$ cat config.mk
export PLATFORM = sky130hd
export DESIGN_NAME = perf_counter
export DESIGN_NICKNAME = d
export VERILOG_FILES = /design/src/rtl/perf_counter.sv
export SDC_FILE = /design/constraint.sdc
export NUM_CORES = 1
export LEC_CHECK = 0
export BUFFER_PORTS_ARGS = -buffer_cell sky130_fd_sc_hd__buf_2
export CAP_MARGIN = 20
export CORE_UTILIZATION = 25
export DETAILED_ROUTE_END_ITERATION = 6
export GPL_ROUTABILITY_DRIVEN = 0
export PLACE_DENSITY = 0.5
export SLEW_MARGIN = 20
export SYNTH_ARGS = -nofsm -noshare
export SYNTH_HDL_FRONTEND = slang
export SYNTH_SLANG_ARGS = --single-unit
$ cat constraint.sdc
create_clock -name clk -period 5.2 [get_ports clk]
set_input_delay 0.26 -clock clk [delete_from_list [all_inputs] [get_ports clk]]
set_output_delay 0.26 -clock clk [all_outputs]
set_load 0.01 [all_outputs]
$ cat src/rtl/perf_counter.sv
// Free-running enable/clear counter, wraps modulo 2^W.
// Synchronous active-high clear.
module perf_counter #(
    parameter int W = 32
) (
    input  logic         clk,
    input  logic         rst,
    input  logic         en,
    output logic [W-1:0] count
);

    logic [W-1:0] count_q;
    logic [W-1:0] count_d;

    always_comb begin
        count_d = count_q;
        if (en) count_d = count_q + W'(1);
    end

    always_ff @(posedge clk) begin
        if (rst) count_q <= '0;
        else     count_q <= count_d;
    end

    assign count = count_q;

endmodule

==> results_dict.tcl, run 1 <==
set metrics [dict create \
    swShare 0.2172 \
    post_cts_buffers 0 \
    synthesis.area_mm2 0.001564 \
    rsz0062_at_grt "no" \
    fin_worst_skew_ns 0.004655 \
    async_flop_share 0 \
    cts.sinks 32 \
    dieArea_mm2 0.006576 \
    synth_edf_count 0 \
    hold_viol_final 0 \
    crit_arrival_ns 2.15 \
    synth_ff_type "dfxtp_1" \
    first_iter_violations 52 \
    synth_top_area_frac 0.4096 \
    fin_crit_ns 1.982 \
    drt-total-wl_mm 3.490 \
    clockBufferDepth 2 \
    tightest_slew_ns 0.7829 \
    route.met2.wl_mm 1.643 \
    fp.dieH_um 81.10 \
    grt_usage 0.1213 \
    leakage_nw 0.7609 \
    pwr-share-comb 0.033 \
    setup_ws_ns 3.218 \
    final_cells 288 \
    final_common_cell "buf_2" \
    yosys_register_bits 32 \
    overflow 0 \
    worstHoldPathType "input port to flop" \
    hold_slack_ns 0.3167 \
    vias 1398 \
    synth.distinct_cells 32 \
    row_count 28 \
    seq_power_share 0.541 \
    top_layer "met4" \
    die_x_um 81.10 \
    yosysSeqAreaShare 0.4096 \
    cts_buffers 5 \
    powerDensity_mw_per_mm2 245.6 \
    max_freq_ghz 0.5046 \
    clk_pin_slew_worst_paths_ns 0.07 \
    m1WireLength_mm 1.624 \
    core_mm2 0.005991 \
    drc 0 \
    drv_cap 0 \
    setup_viol 0 \
    p_sw_mw 0.09975 \
    clock-root-buffer "clkbuf_8" \
    status "finished clean" \
    viasPerCell 4.854 \
    n_antenna_cell 0 \
    fin_setup_tns_ns 0 \
    place_inst 280 \
    post-place-ws_ns 3.218 \
    internal_power_mw 0.3596 \
    cts_tree "built" \
    postCtsHoldBufs 0 \
    layout_common_cells "buf_2 (34), dfxtp_1 (32), nor2_1 (26)" \
    critPathLaunchType "flop" \
    nets 216 \
    drv_slew 0 \
    vdd_drop_max_v 0.0001189 \
    layout-drive-gt1-share 0.2535 \
    grt_pass1_vias 1311 \
    route.met3.wl_um 205 \
    worstSetupPathType "flop to flop" \
    netlist.top_cell.by_area "dfxtp_1" \
    avgSynthCellArea_um2 8.641 \
    slew_headroom 0.4781 \
    ys_top_cells_by_area "dfxtp_1 (41%), mux2_2 (6.5%), nor2_1 (6.2%)" \
    grt_max_degree 44 \
    crit_fanout 10 \
    firstDrtPassIters 4 \
    hpwl_mm 2.409 \
    yosys_warnings 0 \
    ioPinCount 35 \
    antenna_found_initial 0 \
    clock_latency_ns 0.28 \
    fin_crit_sh 0.3811 \
    port_buffers 34 \
    area_delta_synth_final_pct 19.60 \
    clkPwrFrac 0.426 \
    h-tree-depth 2 \
    end_kind "flop" \
    largest_reg_flops 32 \
    required_ns 5.37 \
    synthCells 181 \
    post_drt_wl_per_cell_um 12.12 \
    initial_core_util 0.2611 \
    grt_pass1_wl_mm 6.085 \
    post_cts_resized 0 \
    antenna_left 0 \
    synth_nets 185 \
]
==> Yosys cell counts (2+ instances only) <==
cell type  number
dfxtp_1        32
nor2_1         26
nand4_1        10
nor2b_1        10
nor3_1         10
mux2_2          9
nand2_1         9
nand3_1         9
xor2_1          9
a21oi_1         7
clkbuf_1        7
inv_1           4
o21ai_0         4
or3_1           4
xnor2_1         4
and4_1          3
o31ai_1         3
or4_1           3
and3_1          2
buf_2           2
mux2_1          2
nor4_1          2
==> through the flow <==
step	instance area (um2)	util	power [mW]
2_1_floorplan	1564	-	0.2648
3_3_place_gp	1780	0.2972	0.2694
3_5_place_dp	1780	0.2972	0.2694
4_1_cts	1871	0.3122	0.4666
5_1_grt	1871	0.3122	0.4808
6_report	1871	0.3122	0.4593
==> layout make-up <==
class,count,area (um2)
sequential,32,640.6
fill,646,4120
multi-input combinational,135,860.8
timing repair buffer,34,170.2
inverter,4,15.01
clock buffer,8,90.09
tap,75,93.84
==> metal layers <==
metal / vias up / global-route usage
li1: 699 / -
met1: 664 / 0.1449
met2: 33 / 0.1950
met3: 2 / 0.03820
met4: 0 / 0.06071
met5: - / 0
==> power by group through the flow <==
stage               sequential (mW)  clock [mW]  combinational, mW
CTS                           0.249       0.203             0.0154
global placement              0.254           0             0.0154
finish                        0.249       0.196             0.0152
detailed placement            0.254           0             0.0154
global route                  0.249       0.215             0.0174
floorplan                     0.255           0             0.0102
==> cell families after synthesis <==
group / synth area share
compound gates: 0.04960
simple gates: 0.3344
fa+ha+maj: 0.007999
mux: 0.08560
flops: 0.4096
buf+inv: 0.04000
xor+xnor: 0.07280
==> worst max-delay path, stage by stage, from the launching register on <==
cell and delay [ns]:
dfxtp_1 0.46, nand4_2 0.16, or4_4 0.63, nor4_4 0.28, mux2_1 0.34
==> path summary, 6_finish.rpt <==
check	startpoint	end	slack (ns)	depth (start not counted)
min reg2reg	count[22]	count[22]	0.52	2
min	en	count[0]	0.32	3
max	count[8]	count[31]	3.22	4
max reg2reg	count[8]	count[31]	3.22	4
No activity file was read; power rests on OpenSTA's default activity.
==> run 2: changes to the inputs <==
--- a/config.mk
+++ b/config.mk
@@ -5,12 +5,13 @@
 export SDC_FILE = /design/constraint.sdc
 export NUM_CORES = 1
 export LEC_CHECK = 0
+export ABC_AREA = 1
 export BUFFER_PORTS_ARGS = -buffer_cell sky130_fd_sc_hd__buf_2
 export CAP_MARGIN = 20
 export CORE_UTILIZATION = 25
 export DETAILED_ROUTE_END_ITERATION = 6
 export GPL_ROUTABILITY_DRIVEN = 0
-export PLACE_DENSITY = 0.5
+export PLACE_DENSITY = 0.49
 export SLEW_MARGIN = 20
 export SYNTH_ARGS = -nofsm -noshare
 export SYNTH_HDL_FRONTEND = slang
==> constraint.sdc (replaced) <==
create_clock -name clk -period 1.9 [get_ports clk]
set_input_delay 0.095 -clock clk [delete_from_list [all_inputs] [get_ports clk]]
set_output_delay 0.095 -clock clk [all_outputs]
set_load 0.01 [all_outputs]
==> run 2 against run 1 <==
  * Highest routed layer unchanged
  * Global-route usage up 0.89 points
  * Setup slack worse by 2.7 ns
  * Hold slack got worse by 0.19 ns
  * Synthesized cell count is 45% higher
  * Non-clock buffer count rose by 1
  * Synthesized area is 15% higher
  * Utilization grew 0.42 points
  * Sequential power grew to 2.7 times the previous value
  * Count of clock-buffer cells in the layout decreased by 2
  * Critical path depth rose by 4
  * Power increased to 3.0 times the previous value
==> results_dict.tcl, run 2 <==
set metrics [dict create \
    status "finished clean" \
    yosysSeqAreaShare 0.3573 \
    port_buffers 34 \
    slowest_stage "dfxtp_1" \
    core_mm2 0.006869 \
    crit_chain "ha_1 > nand2_2 > nor2_4 > nand3_4 > nor2_2 > nand3_1 > nand2_1 > nor2_1" \
    final_common_cell "nand2_1" \
    slew_headroom 0.6599 \
    n_antenna_cell 0 \
    hold_slack_ns 0.1290 \
    synthCells 263 \
    grt_pass1_wl_mm 7.493 \
    async_flop_share 0 \
    synth_most_common_cell "nand2_1" \
    hpwl_mm 3.369 \
    antenna_left 0 \
    clk_pin_slew_worst_paths_ns 0.08 \
    worstSetupPathType "flop to flop" \
    post_drt_wl_per_cell_um 11.14 \
    crit_fanout 6 \
    crit_buf_inv 0 \
    ioPinCount 35 \
    clockBufferDepth 2 \
    ys_top_cells_by_area "dfxtp_1 (36%), nand2_1 (12%), nor2_1 (8.4%)" \
    rsz0062_at_grt "no" \
    slowest_delay_ns 0.40 \
    fin_setup_tns_ns 0 \
    worstHoldPathType "input port to flop" \
    yosys_warnings 0 \
    worstReg2RegStart "count[0]" \
    hold_viol_final 0 \
    layout_common_cells "nand2_1 (55), nor2_1 (40), buf_2 (34)" \
    synth_edf_count 0 \
    post_cts_buffers 0 \
    fp.dieH_um 86.69 \
    synthesis.area_mm2 0.001793 \
    fin_crit_ns 1.429 \
    powerDensity_mw_per_mm2 635.7 \
    nets 305 \
    drv_slew 0 \
    max_freq_ghz 0.6997 \
    area_delta_synth_final_pct 21.21 \
    hold_path_startpoint "rst" \
    setup_viol 0 \
    synth_nets 267 \
    cts.sinks 32 \
    drc 0 \
    viasPerCell 4.246 \
    antenna_found_initial 0 \
    initial_core_util 0.2610 \
    h-tree-depth 2 \
    first_iter_violations 62 \
    setup_ws_ns 0.4708 \
    vdd_drop_max_v 0.0003436 \
    critPathLaunchType "flop" \
    required_ns 2.08 \
    firstDrtPassIters 6 \
    drv_cap 0 \
    postCtsHoldBufs 0 \
    path_delay_family "simple AND/OR/NAND/NOR gates" \
    post_cts_resized 0 \
    yosys-top-cells-count "nand2_1 (55), nor2_1 (40), dfxtp_1 (32)" \
    critical_path.startpoint "count[0]" \
    dieArea_mm2 0.007514 \
    yosys_register_bits 32 \
    row_count 30 \
    clock-root-buffer "clkbuf_8" \
    grt_pass1_vias 1542 \
    synth.distinct_cells 25 \
    overflow 0 \
    netlist.top_cell.by_area "dfxtp_1" \
    die_x_um 86.69 \
    fin_crit_sh 0.7522 \
    cts_tree "built" \
    vias 1690 \
    nFillCells 768 \
    crit_arrival_ns 1.61 \
    post-place-ws_ns 0.4683 \
    grt_max_degree 17 \
    tightest_slew_ns 0.5096 \
    avgSynthCellArea_um2 6.817 \
    fin_worst_skew_ns 0.009262 \
    grt_usage 0.1302 \
    synth_ff_type "dfxtp_1" \
    largest_reg_flops 32 \
    synth_top_area_frac 0.3573 \
    leakage_nw 0.9532 \
    end_kind "flop" \
    cts_buffers 5 \
    drt-total-wl_mm 4.433 \
    clock_latency_ns 0.29 \
    layout-drive-gt1-share 0.2583 \
]
==> run 2: cell types whose count changed after synthesis, moves of 9 or more <==
cell     before  now
nand2_1       9   55
inv_1         4   31
nor2_1       26   40
a21oi_1       7   20
nand3_1       9   22
nand2_2       0   11
nor2_2        0   11
nor2b_1      10    0
mux2_2        9    0
nor3_1       10    1
xor2_1        9    0
==> run 2: power by group <==
group          total [mW]  leakage [nW]  switching (mW)  internal [mW]
clock               0.656        0.0552           0.267          0.389
sequential          0.679         0.258         0.00492          0.674
combinational      0.0461         0.640          0.0309         0.0151
==> run 2: area by class of cell <==
| class | count | area [um2] | share of cell area |
|---|---|---|---|
| repair buffers | 35 | 177.7 | 0.08175 |
| well taps | 96 | 120.1 | 0.05527 |
| inverters | 33 | 126.4 | 0.05815 |
| clock inverters | 2 | 35.03 | 0.01612 |
| flip-flops and latches | 32 | 640.6 | 0.2948 |
| multi-input cells | 194 | 1001 | 0.4606 |
| clock buffers | 6 | 72.57 | 0.03339 |
==> run 2: path summary, 6_finish.rpt <==
kind                            cells after the start        end  slack, ns
worst max register to register                      8  count[24]       0.47
worst min-delay path                                2   count[9]       0.13
worst max-delay path                                8  count[24]       0.47
worst min register to register                      1   count[5]       0.51
==> run 2: cells by family (layout without fill, tap and decap cells) <==
kind of cell,Yosys count,after routing,synth area share
simple gates,160,160,0.4480
buf+inv,37,76,0.08444
flops,32,32,0.3573
compound gates,30,30,0.08862
xor+xnor,3,3,0.01466
fa+ha+maj,1,1,0.006977
==> run 2: per-stage QoR <==
stage	instance area, um2	power (mW)	util	instances
global route	2173	1.447	0.3164	398
CTS	2173	1.405	0.3164	398
global placement	2066	0.7428	0.3007	390
floorplan	1793	0.7294	-	263
detailed placement	2066	0.7420	0.3007	390
finish	2173	1.381	0.3164	398
==> run 2: worst reg2reg max path: cells and delay by family, from the launching register on <==
family,cells,cell delay (ns)
adders and majority gates,1,0.20
DFF,1,0.40
and+or+nand+nor,7,0.72
==> run 2: per-layer routing <==
layer,vias up,share of wire,track usage,wire (um)
met5,-,0,0,0
met4,0,0.013,0.04091,58
met3,5,0.032,0.03143,144
met2,25,0.44,0.2027,1951
met1,748,0.51,0.1769,2279
li1,912,-,-,-
